[src/rtl/word_byte_assembler.sv]
// Receive-side byte-to-word reassembler: packs a little-endian byte stream into
// WIDTH-bit words, closing a word early on in_last and zero-filling the unused bytes.
module word_byte_assembler #(
    parameter int WIDTH  = 32,
    parameter int NBYTES = WIDTH / 8,
    parameter int CW     = $clog2(NBYTES) + 1
) (
    input  logic             clk,
    input  logic             rst,
    input  logic             in_valid,
    output logic             in_ready,
    input  logic [7:0]       in_data,
    input  logic             in_last,
    output logic             out_valid,
    input  logic             out_ready,
    output logic [WIDTH-1:0] out_data,
    output logic [CW-1:0]    out_nbytes,
    output logic             out_last
);
    localparam int IW = $clog2(NBYTES);

    typedef logic [WIDTH-1:0] word_t;
    typedef enum logic {FILL = 1'b0, HOLD = 1'b1} state_t;

    state_t                 state_q, state_d;
    logic [IW-1:0]          idx_q, idx_d;
    logic [NBYTES-1:0][7:0] shadow_q, shadow_d;
    word_t                  out_data_q, out_data_d;
    logic [CW-1:0]          out_nbytes_q, out_nbytes_d;
    logic                   out_last_q, out_last_d;

    logic [NBYTES-1:0][7:0] load_bytes;
    logic                   byte_xfer;
    logic                   word_xfer;
    logic                   word_done;

    assign in_ready  = (state_q == FILL) || out_ready;
    assign byte_xfer = in_valid && in_ready;
    assign word_xfer = (state_q == HOLD) && out_ready;
    assign word_done = (idx_q == IW'(NBYTES - 1)) || in_last;

    // Word image for a load: shadow below idx, the arriving byte at idx, zeros above.
    generate
        for (genvar gi = 0; gi < NBYTES; gi++) begin : g_load
            assign load_bytes[gi] = (IW'(gi) == idx_q) ? in_data :
                                    (IW'(gi) <  idx_q) ? shadow_q[gi] : 8'h00;
        end
    endgenerate

    always_comb begin
        state_d      = state_q;
        idx_d        = idx_q;
        shadow_d     = shadow_q;
        out_data_d   = out_data_q;
        out_nbytes_d = out_nbytes_q;
        out_last_d   = out_last_q;
        case (state_q)
            FILL: begin
                if (byte_xfer) begin
                    if (word_done) begin
                        out_data_d   = load_bytes;
                        out_nbytes_d = CW'(idx_q) + CW'(1);
                        out_last_d   = in_last;
                        idx_d        = '0;
                        shadow_d     = '0;
                        state_d      = HOLD;
                    end else begin
                        shadow_d[idx_q] = in_data;
                        idx_d           = idx_q + IW'(1);
                    end
                end
            end
            HOLD: begin
                if (word_xfer) begin
                    shadow_d = '0;
                    idx_d    = '0;
                    state_d  = FILL;
                    if (byte_xfer) begin
                        // A lone in_last byte is itself a complete one-byte word.
                        if (in_last) begin
                            out_data_d   = {{(WIDTH - 8){1'b0}}, in_data};
                            out_nbytes_d = CW'(1);
                            out_last_d   = 1'b1;
                            state_d      = HOLD;
                        end else begin
                            shadow_d[0] = in_data;
                            idx_d       = IW'(1);
                        end
                    end
                end
            end
            default: state_d = FILL;
        endcase
    end

    always_ff @(posedge clk or posedge rst) begin
        if (rst) begin
            state_q      <= FILL;
            idx_q        <= '0;
            shadow_q     <= '0;
            out_data_q   <= '0;
            out_nbytes_q <= '0;
            out_last_q   <= 1'b0;
        end else begin
            state_q      <= state_d;
            idx_q        <= idx_d;
            shadow_q     <= shadow_d;
            out_data_q   <= out_data_d;
            out_nbytes_q <= out_nbytes_d;
            out_last_q   <= out_last_d;
        end
    end

    assign out_valid  = (state_q == HOLD);
    assign out_data   = out_data_q;
    assign out_nbytes = out_nbytes_q;
    assign out_last   = out_last_q;

endmodule

[config.mk]
export PLATFORM = sky130hd
export DESIGN_NAME = word_byte_assembler
export DESIGN_NICKNAME = d
export VERILOG_FILES = /design/src/rtl/word_byte_assembler.sv
export SDC_FILE = /design/constraint.sdc
export NUM_CORES = 1
export LEC_CHECK = 0
export CAP_MARGIN = 10
export CORE_ASPECT_RATIO = 0.6
export CORE_MARGIN = 5
export CORE_UTILIZATION = 55
export CTS_BUF_LIST = sky130_fd_sc_hd__clkbuf_4 sky130_fd_sc_hd__clkbuf_8
export DETAILED_ROUTE_END_ITERATION = 6
export HOLD_SLACK_MARGIN = 0.06
export PLACE_DENSITY_LB_ADDON = 0.2
export SYNTH_ARGS = -nofsm -noshare
export SYNTH_HDL_FRONTEND = slang
export SYNTH_SLANG_ARGS = --single-unit
[constraint.sdc]
create_clock -name clk -period 4 [get_ports clk]
set_clock_uncertainty 0.05 [all_clocks]
set_input_delay 0.8 -clock clk [delete_from_list [all_inputs] [get_ports clk]]
set_output_delay 0.8 -clock clk [all_outputs]
set_load 0.05 [all_outputs]
; ---- Word-level counts from Yosys, hierarchy flattened
; Index checks and enable logic that the tools add are counted.
[op_classes]
bitwise = 1
reduce_logical = 8
mul = 0
shift = 0
n_div = 0
n_eq_ne = 9
addsub = 2
n_mux = 47
order_cmp = 6
[ops]
columns = operator, count
row1 = 32-bit 2-to-1 mux, 8
row2 = 32-bit one-hot mux with 2 select lines, 2
row3 = 8-bit 2-to-1 mux, 11
row4 = 32-bit bitwise mux, 1
row5 = 8-bit demux with 2-bit select, 1
row6 = 3-bit 2-to-1 mux, 5
row7 = 1-bit 2-to-1 mux, 12
row8 = 2-bit 2-to-1 mux, 3
row9 = 2-bit inequality test (second input constant), 3
row10 = 3-bit one-hot mux with 2 select lines, 1
row11 = 5-bit AND reduction, 1
row12 = 2-bit equality test (first input constant), 2
row13 = 1-bit by 2-bit < comparator with 1-bit output (first input constant), 2
row14 = 2-bit < comparator (first input constant), 2
row15 = 2-bit by 1-bit inequality test with 1-bit output (second input constant), 2
row16 = 1-bit one-hot mux with 2 select lines, 2
row17 = 2-bit one-hot mux with 2 select lines, 1
row18 = 2-bit by 1-bit adder with 3-bit output (second input constant), 1
row19 = 1-bit logical AND, 3
row20 = 2-bit by 3-bit < comparator with 1-bit output (second input constant), 1
row21 = 2-bit by 1-bit adder with 2-bit output (second input constant), 1
row22 = 1-bit by 2-bit equality test with 1-bit output (first input constant), 1
row23 = 2-bit equality test (second input constant), 1
row24 = 2-bit by 1-bit >= comparator with 1-bit output (second input constant), 1
row25 = other kinds (4), 5
[word_totals]
input_bits = 13
wordCells = 82
reg_bits = 71
mem_count = 0
mem_bits_rw = 0
mem_bits_ro = 0
out_inout_bits = 38
latch_bits = 0

; ---- Depth between registers and ports, before layout
; Gate-level depths: netlist of run 1.
[depth]
word_depth = 8
ltp_mapped = 7
mapped_depth_nobuf = 5

; ---- Worst setup path before layout of run 1
; OpenSTA, ideal clock, no wires.
[synth_timing]
path_type = reg2out
startpoint = register state_q, in the netlist out_valid
endpoint = output in_ready
n_path_buf = 2
path_slack_ps = 1573
t_arrival_ps = 1577
required_time_ps = 3150
stages_incl_launch_ff = 4
cell_sequence = dfrtp_1 buf_2 buf_1 nand2b_1
[synth_between]
elab_chain_len = 2
[synth_lines]
columns = item, line
row1 = start: declaration, 25  ; state_t state_q, state_d;
row2 = start signal: assignment, 105  ; state_q <= state_d;
row3 = 1-bit NOT, -
row4 = 1-bit logical OR, 37  ; assign in_ready = (state_q == FILL) || out_ready;
row5 = end: declaration, 11  ; output logic in_ready,
; No other way between the ends.

; ---- Worst setup path in the final report of run 1
[layout_timing]
startpoint = input out_ready
endpoint = output in_ready
[layout_between]
elab_chain_len = 1
[layout_lines]
columns = item, line
row1 = start: declaration, 15  ; input logic out_ready,
row2 = 1-bit logical OR, 37
; No other way between the ends.

==> results of run 1 <==
through the flow:
step	setup WS [ns]	power (µW)	hold slack, ns
2_1_floorplan	1.573	1206	0.4172
3_3_place_gp	0.7735	1385	0.4125
3_5_place_dp	0.7749	1390	0.4195
4_1_cts	0.7653	2018	0.4356
5_1_grt	0.6714	2086	0.4531
6_report	0.7598	2000	0.4320
worst max-delay path: cells and delay by family:
family | cells | cell delay, ns
buffers and inverters | 2 | 1.42
and+or+nand+nor | 1 | 0.17
how the worst min path moves through the flow:
stage | start | to | slack (ns) | cells past startpoint
after floorplan | shadow_q[0]$_DFFE_PP0P_ | shadow_q[0]$_DFFE_PP0P_ | 0.42 | 1
after global placement | out_nbytes[2]$_DFFE_PP0P_ | out_nbytes[2]$_DFFE_PP0P_ | 0.41 | 1
after detailed placement | out_nbytes[2]$_DFFE_PP0P_ | out_nbytes[2]$_DFFE_PP0P_ | 0.42 | 1
after CTS | out_nbytes[2]$_DFFE_PP0P_ | out_nbytes[2]$_DFFE_PP0P_ | 0.44 | 1
after global routing | out_nbytes[2]$_DFFE_PP0P_ | out_nbytes[2]$_DFFE_PP0P_ | 0.45 | 1
final | out_data[21]$_DFFE_PP0P_ | out_data[21]$_DFFE_PP0P_ | 0.43 | 1
Yosys cell counts, drive strengths merged:
| cell type | count |
|---|---|
| nor2b | 5 |
| a21o | 1 |
| o21ai | 3 |
| or3b | 1 |
| o31ai | 3 |
| nor2 | 3 |
| dfrtp | 63 |
| clkbuf | 6 |
| a2bb2oi | 1 |
| and3 | 2 |
| buf | 7 |
| or4b | 1 |
| nand2b | 3 |
| a22o | 46 |
| or2 | 1 |
| nand3 | 1 |
| a32o | 1 |
| inv | 4 |
| nor3b | 2 |
| ha | 5 |
| a21oi | 4 |
| nand3b | 2 |
| and2 | 1 |
| a32oi | 1 |
| nand2 | 4 |
| mux2 | 36 |
kinds of logic (layout without fill, tap and decap cells):
logic type                 count (synthesis)  count (layout)
AOI/OAI and AO/OA                         60              60
adders and majority gates                  5               5
buffers and inverters                     17              74
DFF                                       63              63
muxes                                     36              36
and+or+nand+nor                           26              26
per-layer routing:
layer / vias up / GRT usage / share of wire
met1: 956 / 0.2912 / 0.47
met5: - / 0 / 0
met4: 0 / 0.08078 / 0.012
met3: 10 / 0.06112 / 0.079
li1: 879 / - / -
met2: 71 / 0.2794 / 0.44
cell type report:
cell class | count | area [µm²] | area share
sequential | 63 | 1577 | 0.4331
timing repair buffer | 54 | 530.5 | 0.1458
tap | 66 | 82.58 | 0.02269
clock buffer | 11 | 145.1 | 0.03988
inverter | 4 | 15.01 | 0.004125
clock inverter | 5 | 81.33 | 0.02234
multi-input combinational | 127 | 1209 | 0.3321
report_power, final:
group          internal, µW  leakage, µW  total (µW)  switching, µW
registers               718     0.000841         773           55.7
logic                   248     0.000729         607            359
clock network           375     0.000113         620            245
total                  1340      0.00168        2000            659
sequential cells by signal (all words and copies together), names as in the netlist:
register,flops
out_data,32
out_last,1
out_valid,1
idx_q,2
shadow_q,24
out_nbytes,3
==> results.toml, run 1 <==
[flow_run]
drv.max_cap_violation_count = 0

[synthesis]
synth_area_in_adders = 0.02176
synth_cell_types = 31
yosysSeqAreaShare = 0.5483
synth_top_cell_by_area = "sky130_fd_sc_hd__dfrtp_1"
post_synth.cell_area_avg_um2 = 13.89
syn-cell-area_um2 = 2875
netlist.area_leader.share = 0.5483
post_synth_xor_area_fraction = 0
ys_warnings = 0
synth.top_cells.by_area = "sky130_fd_sc_hd__dfrtp_1, sky130_fd_sc_hd__a22o_1, sky130_fd_sc_hd__mux2_4"
synth_simple_gate_area_share = 0.05396
synth-seq-cells = 63
synth_compound_gate_area_share = 0.1789
synth_mux_area_frac = 0.1658
syn_inst = 207
main_combinational_cell_family_by_area_after_synthesis = "compound AO/OA/AOI/OAI gates"
post_synthesis_net_count = 225

[routing]
detail_route.first_pass.iterations = 4
post-route-drc-count = 0
post_drt_via_cell_ratio = 5.806
drt.antenna.violating_nets = 0
vias = 1916
drt-total-wl_um = 6174
wl_per_cell_um = 18.71
initialDrtViolationCount = 137

[critical_path]
critPathArrivalTime_ns = 2.39
timing.critical_path.required_ns = 3.15
critical_path.most_common_cell = "sky130_fd_sc_hd__clkdlybuf4s50_1"
critical_path.startpoint_type = "primary input"
top_fanout_value_on_the_critical_path = 7
critical_path.endpoint_type = "output port"
reg2reg_depth = 5
r2r_start = "idx_q[0]$_DFFE_PP0P_"
setup.worst_path.end = "in_ready"
cp-startpoint = "out_ready"
cp_slowest_cell = "sky130_fd_sc_hd__clkdlybuf4s50_1"
r2r_end = "out_data[1]$_DFFE_PP0P_"
worst_path_largest_cell_delay_ns = 0.83
r2r_slack_ns = 1.65
crit_path_cell_trace = "clkdlybuf4s50_1 -> nand2b_1 -> clkdlybuf4s50_1"
crit_type = "primary input to output port"

[die]
fp.dieH_um = 66.01
floorplan.core_area_um2 = 5055
top_level_ports = 51
dieArea_um2 = 6821
initial_core_util = 0.5688
placement_rows = 20
die_width_um = 103.3

[sta]
unrepaired_setup_endpoints_after_global_routing = "no"
finalCriticalPeriod_ns = 3.240
final-max-slew-violation-count = 0
setup_total_negative_slack_ns = 0
final-hold-violation-count = 0
slew_headroom = 0.3839
setup_viol_count_final = 0
fmaxAchievable_ghz = 0.3086
worst_pin_slew_ns = 0.9222
min_period_over_period = 0.8100

[global_route]
grt_first_pass_wirelength_um = 10180
globalRoute.totalOverflow = 0
grt_start_max_net_pins = 31
antenna_found_initial = 0
vias_in_the_first_global_route = 1970
grtUsageTotal = 0.2012

[clock_tree]
post_cts_hold_buffer_count = 0
clock_sink_count = 63
ctsRootBufferMaster = "sky130_fd_sc_hd__clkbuf_8"
worstSkewPairLatency_ns = 0.33
clock_tree_from_tritoncts = "done"
number_of_h_tree_branching_levels = 3
cts.path.max_buffers = 2
cts.repair.resized = 0
post-cts-setup-buffers = 0
cts_buf_count = 9
clk_transition_reported_paths_ns = 0.07

[finish]
postLayoutCoreUtil = 0.7201
nets = 277
flow.area_growth_from_synthesis_pct = 26.59
final_common_cell = "sky130_fd_sc_hd__dfrtp_1"
final_design_area_no_fill_um2 = 3640
finish.cell_count_without_fillers = 330
nFillCells = 341
top_library_cells_by_usage_in_the_layout_fill_and_taps_aside = "sky130_fd_sc_hd__dfrtp_1, sky130_fd_sc_hd__clkdlybuf4s50_1, sky130_fd_sc_hd__a22o_1"
num_antenna_cells = 0
post_route_cells_drive_above_1_share = 0.2235

[power]
power.leakage_uw = 0.001684
cellPowerDensity_nw_per_um2 = 549.5
vdd_drop_max_uv = 313.4

[place]
detailedPlacementHpwl_um = 4207
gp_congestion = 0.8246
placedInstanceArea_um2 = 3413
dp.cells = 314
placement.io_buffers = 50

[outcome]
status = "completed"

[min_path]
hold_path.class = "flop to flop"
Power figures use the tool's default switching activity.
==> inputs of run 2 (changes only) <==
--- a/config.mk
+++ b/config.mk
@@ -8,7 +8,7 @@
 export CAP_MARGIN = 10
 export CORE_ASPECT_RATIO = 0.6
 export CORE_MARGIN = 5
-export CORE_UTILIZATION = 55
+export CORE_UTILIZATION = 49
 export CTS_BUF_LIST = sky130_fd_sc_hd__clkbuf_4 sky130_fd_sc_hd__clkbuf_8
 export DETAILED_ROUTE_END_ITERATION = 6
 export HOLD_SLACK_MARGIN = 0.06
==> constraint.sdc (replaced) <==
create_clock -name clk -period 2.9 [get_ports clk]
set_clock_uncertainty 0.05 [all_clocks]
set_input_delay 0.58 -clock clk [delete_from_list [all_inputs] [get_ports clk]]
set_output_delay 0.58 -clock clk [all_outputs]
set_load 0.05 [all_outputs]
==> results.toml, run 2 (synthesis results as in run 1) <==
[critical_path]
worst-path-buf-inv = 1
critical_path.endpoint_type = "output port"
critPathArrivalTime_ns = 1.83
timing.critical_path.required_ns = 2.27
worst-path-stages = 1
cp_slowest_cell = "sky130_fd_sc_hd__clkdlybuf4s50_1"
crit_type = "flop to output port"
reg2reg_depth = 5
top_fanout_value_on_the_critical_path = 11
critical_path.startpoint_type = "flop"
crit_path_cell_trace = "clkdlybuf4s50_1"
timing.critical_path.max_delay_family = "buffers and inverters"
worst_path_largest_cell_delay_ns = 0.89

[power]
power.leakage_uw = 0.001708
cellPowerDensity_nw_per_um2 = 746.8
vdd_drop_max_uv = 417.9

[finish]
final_common_cell = "sky130_fd_sc_hd__dfrtp_1"
largest_register_ffs = 32
nFillCells = 448
nets = 279
finish.cell_count_without_fillers = 346
post_route_cells_drive_above_1_share = 0.2331
seqCellArea_um2 = 1577
num_antenna_cells = 0
top_library_cells_by_usage_in_the_layout_fill_and_taps_aside = "sky130_fd_sc_hd__dfrtp_1, sky130_fd_sc_hd__clkdlybuf4s50_1, sky130_fd_sc_hd__a22o_1"
flow.area_growth_from_synthesis_pct = 28.55
multi_input_area_um2 = 1209

[global_route]
grt_start_max_net_pins = 64
grtUsageTotal = 0.1899
grt_first_pass_wirelength_um = 10850
globalRoute.totalOverflow = 0
antenna_found_initial = 0
vias_in_the_first_global_route = 2034

[die]
top_level_ports = 51
fp.dieH_um = 69.34
placement_rows = 21
dieArea_um2 = 7550
floorplan.core_area_um2 = 5623
die_width_um = 108.9
initial_core_util = 0.5113

[routing]
wl_per_cell_um = 18.61
drt.antenna.violating_nets = 0
post_drt_via_cell_ratio = 5.561
drt-total-wl_um = 6440
detail_route.first_pass.iterations = 4
post-route-drc-count = 0
initialDrtViolationCount = 96
vias = 1924

[sta]
final-max-slew-violation-count = 0
fmaxAchievable_ghz = 0.4059
unrepaired_setup_endpoints_after_global_routing = "no"
worst_pin_slew_ns = 0.8058
slew_headroom = 0.4617
min_period_over_period = 0.8495
setup_viol_count_final = 0
final-hold-violation-count = 0
finalCriticalPeriod_ns = 2.464
setup_total_negative_slack_ns = 0

[clock_tree]
clk_transition_reported_paths_ns = 0.07
cts_buf_count = 9
ctsRootBufferMaster = "sky130_fd_sc_hd__clkbuf_8"
post-cts-setup-buffers = 0
clock_sink_count = 63
clock_tree_from_tritoncts = "done"
number_of_h_tree_branching_levels = 3
post_cts_hold_buffer_count = 0
cts.path.max_buffers = 2
cts.repair.resized = 0
worstSkewPairLatency_ns = 0.34

[min_path]
holdPathStages = 1
hold_path.class = "flop to flop"

[flow_run]
drv.max_cap_violation_count = 0

[place]
gp_congestion = 0.8329
placement.io_buffers = 50
dp.cells = 330
detailedPlacementHpwl_um = 4233

[outcome]
status = "completed"
[run 2: cell types whose count changed in the layout (fill, tap and decap cells not counted)]
cell,change
sky130_fd_sc_hd__clkinv_4,-1
sky130_fd_sc_hd__clkbuf_8,+4
sky130_fd_sc_hd__buf_4,+1
sky130_fd_sc_hd__clkdlybuf4s50_1,-1
sky130_fd_sc_hd__clkinvlp_4,-1
sky130_fd_sc_hd__bufinv_16,-1
sky130_fd_sc_hd__clkbuf_4,-1
sky130_fd_sc_hd__buf_12,+2
[run 2: area by class of cell]
class	instances	area share
multi-input combinational	127	0.3270
timing repair buffer	56	0.1537
tap	80	0.02708
inverter	4	0.004062
sequential	63	0.4265
clock buffer	14	0.05213
clock inverter	2	0.009479
[run 2: path summary, 6_finish.rpt]
| kind | startpoint | slack [ns] | endpoint |
|---|---|---|---|
| min | out_nbytes[2]$_DFFE_PP0P_ | 0.43 | out_nbytes[2]$_DFFE_PP0P_ |
| max in group asynchronous | rst | 1.96 | shadow_q[1]$_DFFE_PP0P_ |
| min in group asynchronous | rst | 0.57 | out_data[17]$_DFFE_PP0P_ |
| max | out_valid$_DFF_PP0_ | 0.44 | out_valid |
| min reg2reg | out_nbytes[2]$_DFFE_PP0P_ | 0.43 | out_nbytes[2]$_DFFE_PP0P_ |
| max reg2reg | idx_q[0]$_DFFE_PP0P_ | 0.69 | out_data[4]$_DFFE_PP0P_ |
[run 2: report_power, final]
group          switching [µW]  internal (µW)  total [µW]
Combinational             502            352         854
Clock                     326            513         839
Sequential               76.9            990        1070
[run 2: through the flow]
stage	instance area [µm²]	setup WS, ns	hold slack, ns	power [µW]	util
CTS	3696	0.4213	0.4323	2786	0.6573
detailed placement	3468	0.4071	0.4167	1934	0.6168
global route	3696	0.3594	0.4613	2886	0.6573
global placement	3468	0.4664	0.4086	1928	0.6168
floorplan	2875	0.6927	0.4172	1663	-
finish	3696	0.4364	0.4286	2760	0.6573
[run 2: layer usage]
metal  vias up  GRT usage  share of wire
met2        44     0.2558           0.42
li1        885          -              -
met4         0    0.05462          0.012
met1       988     0.2849           0.52
met5         -          0              0
met3         7    0.06605          0.040
